`config.mk`:
```
export PLATFORM = sky130hd
export DESIGN_NAME = alu_nibble_sequencer
export DESIGN_NICKNAME = d
export VERILOG_FILES = /design/src/rtl/alu_nibble_sequencer.sv
export SDC_FILE = /design/constraint.sdc
export NUM_CORES = 1
export LEC_CHECK = 0
export CORE_UTILIZATION = 53
export CTS_CLUSTER_DIAMETER = 60
export CTS_CLUSTER_SIZE = 28
export DETAILED_ROUTE_END_ITERATION = 7
export PLACE_DENSITY = 0.86
export SLEW_MARGIN = 30
export SYNTH_ARGS = -nofsm -noshare
export SYNTH_HDL_FRONTEND = slang
export SYNTH_SLANG_ARGS = --single-unit
```
`constraint.sdc`:
```
create_clock -name clk -period 10.1 [get_ports clk]
set_input_delay 3.03 -clock clk [delete_from_list [all_inputs] [get_ports clk]]
set_output_delay 3.03 -clock clk [all_outputs]
set_load 0.02 [all_outputs]
```
`src/rtl/alu_nibble_sequencer.sv`:
```
// Nibble-serial initiator for a 4-bit ALU slice: captures one op/a/b transaction, walks it
// LSB nibble first through the slice with chained carry/compare, and hands back the full word.
module alu_nibble_sequencer #(
    parameter int NIBBLES   = 8,
    parameter bit SLT_FIXUP = 1'b1
) (
    input  logic                   clk,
    input  logic                   rst,
    input  logic                   in_valid,
    output logic                   in_ready,
    input  logic [3:0]             in_op,
    input  logic [4*NIBBLES-1:0]   in_a,
    input  logic [4*NIBBLES-1:0]   in_b,
    output logic [3:0]             alu_op,
    output logic [3:0]             alu_a,
    output logic [3:0]             alu_b,
    output logic                   alu_cy_in,
    output logic                   alu_cmp_in,
    input  logic [3:0]             alu_res,
    input  logic                   alu_cy_out,
    input  logic                   alu_cmp_out,
    output logic [2:0]             nib_idx,
    output logic                   busy,
    output logic                   out_valid,
    input  logic                   out_ready,
    output logic [4*NIBBLES-1:0]   out_d,
    output logic                   out_cmp
);
    localparam int         W    = 4 * NIBBLES;
    localparam logic [2:0] LAST = 3'(NIBBLES - 1);

    typedef enum logic [1:0] {IDLE, RUN, DONE} state_t;

    state_t         state;
    logic [W-1:0]   op_a;
    logic [W-1:0]   op_b;
    logic           cy;
    logic           cmp;

    assign in_ready  = (state == IDLE);
    assign busy      = (state != IDLE);
    assign out_valid = (state == DONE);

    // nib_idx rests at 0 outside RUN, so the slice sees nibble 0 there.
    assign alu_a      = op_a[{nib_idx, 2'b00} +: 4];
    assign alu_b      = op_b[{nib_idx, 2'b00} +: 4];
    assign alu_cy_in  = (nib_idx == 3'd0) ? (alu_op[1] | alu_op[3]) : cy;
    assign alu_cmp_in = (nib_idx == 3'd0) ? 1'b1 : cmp;

    always_ff @(posedge clk or posedge rst) begin
        if (rst) begin
            state   <= IDLE;
            nib_idx <= '0;
            alu_op  <= '0;
            op_a    <= '0;
            op_b    <= '0;
            cy      <= 1'b0;
            cmp     <= 1'b0;
            out_d   <= '0;
            out_cmp <= 1'b0;
        end else begin
            case (state)
                IDLE: begin
                    if (in_valid) begin
                        alu_op  <= in_op;
                        op_a    <= in_a;
                        op_b    <= in_b;
                        nib_idx <= '0;
                        state   <= RUN;
                    end
                end
                RUN: begin
                    out_d[{nib_idx, 2'b00} +: 4] <= alu_res;
                    cy  <= alu_cy_out;
                    cmp <= alu_cmp_out;
                    if (nib_idx == LAST) begin
                        out_cmp <= alu_cmp_out;
                        nib_idx <= '0;
                        state   <= DONE;
                        // Later assignment wins: the whole word is replaced, not just bit 0.
                        if (SLT_FIXUP && alu_op[2:1] == 2'b01)
                            out_d <= {{(W-1){1'b0}}, alu_cmp_out};
                    end else begin
                        nib_idx <= nib_idx + 3'd1;
                    end
                end
                DONE: begin
                    if (out_ready)
                        state <= IDLE;
                end
                default: state <= IDLE;
            endcase
        end
    end
endmodule

```
==> impl_metrics.env <==
export IMPL_status="finished clean"
export IMPL_syn_avg_cell_area_um2=12.4
export IMPL_yosys_area_share_simple_pct=10.6
export IMPL_cts_hold_buffers_added=0
export IMPL_cts_tree="done"
export IMPL_yosysUniqueCellTypes=36
export IMPL_cts_resized=0
export IMPL_cap_violations=0
export IMPL_cp_required_ns=7.07
export IMPL_port_buffers=130
export IMPL_fin_tns_setup_ns=0
export IMPL_initialDrtViolationCount=148
export IMPL_rows=35
export IMPL_synth_top_family_by_area="multiplexers"
export IMPL_layout_drive_gt1_share_pct=21.8
export IMPL_crit_start="nib_idx[2]"
export IMPL_routed_via_density=5.68
export IMPL_fin_crit_sh_pct=58.6
export IMPL_grt_start_max_net_pins=73
export IMPL_synth_most_common_cell="dfrtp_1"
export IMPL_timing_rr_end="out_d[21]"
export IMPL_syn_instance_count=409
export IMPL_p_per_area_nw_per_um2=347
export IMPL_cts_setup_buffers=0
export IMPL_tightest_slew_ns=0.870
export IMPL_grt_ovfl_total=0
export IMPL_ff2ff_setup_slack_ns=7.16
export IMPL_clockBufferDepth=2
export IMPL_worst_slack_ns=4.19
export IMPL_min_path_type="flip-flop to flip-flop"
export IMPL_clkPwrFrac_pct=12.3
export IMPL_top_layer_used="met4"
export IMPL_area_growth_pct=29.9
export IMPL_final_util_pct=71.2
export IMPL_synth_commonest_cells="dfrtp_1, mux2_2, nand2_1, a21oi_1, o21ai_0"
export IMPL_r2r_cells=5
export IMPL_num_io_pins=131
export IMPL_insertedDiodeCount=0
export IMPL_cell_internal_pwr_uw=1390
export IMPL_grt_pass1_vias=3744
export IMPL_p_total_uw=2280
export IMPL_insertion_delay_ns=0.37
export IMPL_finalHoldViolCount=0
export IMPL_hp_start="cy"
export IMPL_cts_max_level=3
export IMPL_dr_total_vias=3706
export IMPL_clockRootBuffer="clkbuf_8"
export IMPL_synth_compound_area_share_pct=7.62
export IMPL_die_width_um=99.7
export IMPL_synth_cell_area_um2=5060
export IMPL_arrival_ns=2.88
export IMPL_clock_sinks=108
export IMPL_synth_xor_area_share_pct=0
export IMPL_end_kind="primary output"
export IMPL_rr_startpoint="nib_idx[2]"
export IMPL_wl_met1_um=4720
export IMPL_ys_seq_elements=108
export IMPL_synthMuxAreaShare_pct=22.5
export IMPL_cts_buffers=9
export IMPL_synth_enable_flop_cells=0
export IMPL_min_period_ns=5.91
export IMPL_synthArstFlopShare_pct=100
export IMPL_cp_start_kind="flip-flop"
export IMPL_path_clk_slew_ns=0.10
export IMPL_yosys_warnings=0
export IMPL_dieArea_um2=9940
export IMPL_pwr_share_seq_pct=35.3
export IMPL_core_area_um2=9240
export IMPL_layout_nets=602
export IMPL_antenna_found_initial=0
export IMPL_drtPass1Iterations=5
export IMPL_die_h_um=99.7
export IMPL_power_frac_comb_pct=52.5
export IMPL_rsz0062_at_grt="no"
export IMPL_wl_um=11500
export IMPL_synth_top_flop_cell="dfrtp_1"
export IMPL_cp_max_fo=15
export IMPL_switching_share_pct=39.3
export IMPL_maxSlewHeadroom_pct=42.0
export IMPL_synth_nets=492
export IMPL_slew_viol_final=0
export IMPL_hpwl_um=8050
export IMPL_synthAdderAreaFrac_pct=1.24
export IMPL_place_gp_congestion=0.825
export IMPL_grt_usage_pct=24.4
export IMPL_crit_path_end="alu_cmp_in"
export IMPL_yosysSeqAreaShare_pct=53.4
export IMPL_fin_skew_ns=0.00834
export IMPL_vdd_ir_drop_worst_mv=0.176
export IMPL_critPathKind="flip-flop to primary output"
export IMPL_synthTopCellsByArea="dfrtp_1, mux2_2, mux4_2, a21oi_1, nand2_1"
export IMPL_route_met3_wl_um=803
export IMPL_grt_pass1_wl_um=18800
export IMPL_wl_met2_um=5740
export IMPL_start_util_pct=54.8
export IMPL_synth_top_area_share_pct=53.4
export IMPL_fmax_mhz=169
export IMPL_setup_violations=0
export IMPL_drc_errors=0
export IMPL_place_ws_ns=4.60
export IMPL_final_antenna_net_count=0
export IMPL_yosys_area_top_type="dfrtp_1"
export IMPL_p_leak_uw=0.00264
export IMPL_wl_per_cell_um=17.5
export IMPL_power_switching_uw=898
[kinds of logic (layout without fill, tap and decap cells)]
group | after synthesis | after routing
buffers and inverters | 43 | 158
AOI/OAI and AO/OA | 68 | 68
DFF | 108 | 108
muxes | 85 | 85
and+or+nand+nor | 100 | 100
adders and majority gates | 5 | 5
[cell usage in the layout, fill, tap and decap left out, types with 2 or more instances in the layout]
cell | synthesis | routed
nand3_1 | 17 | 17
clkbuf_8 | 0 | 11
nand2_1 | 35 | 35
or2_2 | 3 | 3
ha_1 | 5 | 5
dfrtp_1 | 108 | 107
o21ai_0 | 19 | 19
nand3b_1 | 2 | 2
clkdlybuf4s50_1 | 0 | 130
nor2_1 | 6 | 6
inv_6 | 0 | 3
nor2b_1 | 5 | 5
nand2b_1 | 5 | 5
buf_4 | 9 | 4
mux2_2 | 69 | 69
inv_1 | 6 | 5
o31ai_1 | 13 | 13
mux4_2 | 16 | 16
nand4_1 | 16 | 16
a21oi_1 | 32 | 32
[worst max-delay path, cell delays in order (launching register included)]
cell and delay [ns]:
dfrtp_1 0.73, clkinv_1 0.51, ha_1 0.41, or2_2 0.31
clkdlybuf4s50_1 0.54
[sequential cells by signal (all words and copies together), names as in the netlist]
register / cells
nib_idx: 3
cy: 1
op_b: 32
cmp: 1
alu_op: 4
op_a: 32
out_d: 32
out_cmp: 1
state: 2
[cell type report]
| cell class | instances | area (µm²) |
|---|---|---|
| flip-flops and latches | 108 | 2700 |
| inverters | 7 | 28.8 |
| multi-input cells | 258 | 2120 |
| well taps | 129 | 161 |
| fillers | 652 | 2670 |
| clock buffers | 11 | 151 |
| clock inverters | 5 | 65.1 |
| repair buffers | 135 | 1340 |
[metal layers]
layer	global-route usage, %	vias up
li1	-	1702
met1	32.1	1807
met2	41.2	175
met3	5.41	22
met4	6.33	0
met5	0	-
[power groups by stage]
stage	clock network (µW)	logic, µW	registers [µW]
final	280	1200	805
after detailed placement	0	1200	814
after global routing	306	1290	833
after CTS	286	1200	805
after global placement	0	1160	798
after floorplan	0	752	842
[worst min path at each step]
stage / to / depth (start not counted)
4_1_cts: cy / 2
2_1_floorplan: cmp / 2
5_1_grt: cy / 2
6_report: cy / 2
3_3_place_gp: cmp / 2
3_5_place_dp: cy / 2
[per-stage QoR]
stage,cells,instance area [µm²],hold slack (ns)
detailed placement,637,6350,0.463
finish,653,6580,0.487
CTS,653,6570,0.487
floorplan,409,5060,0.438
global route,653,6580,0.507
global placement,637,6350,0.455
Note: power is estimated with default switching activity, not from simulation.
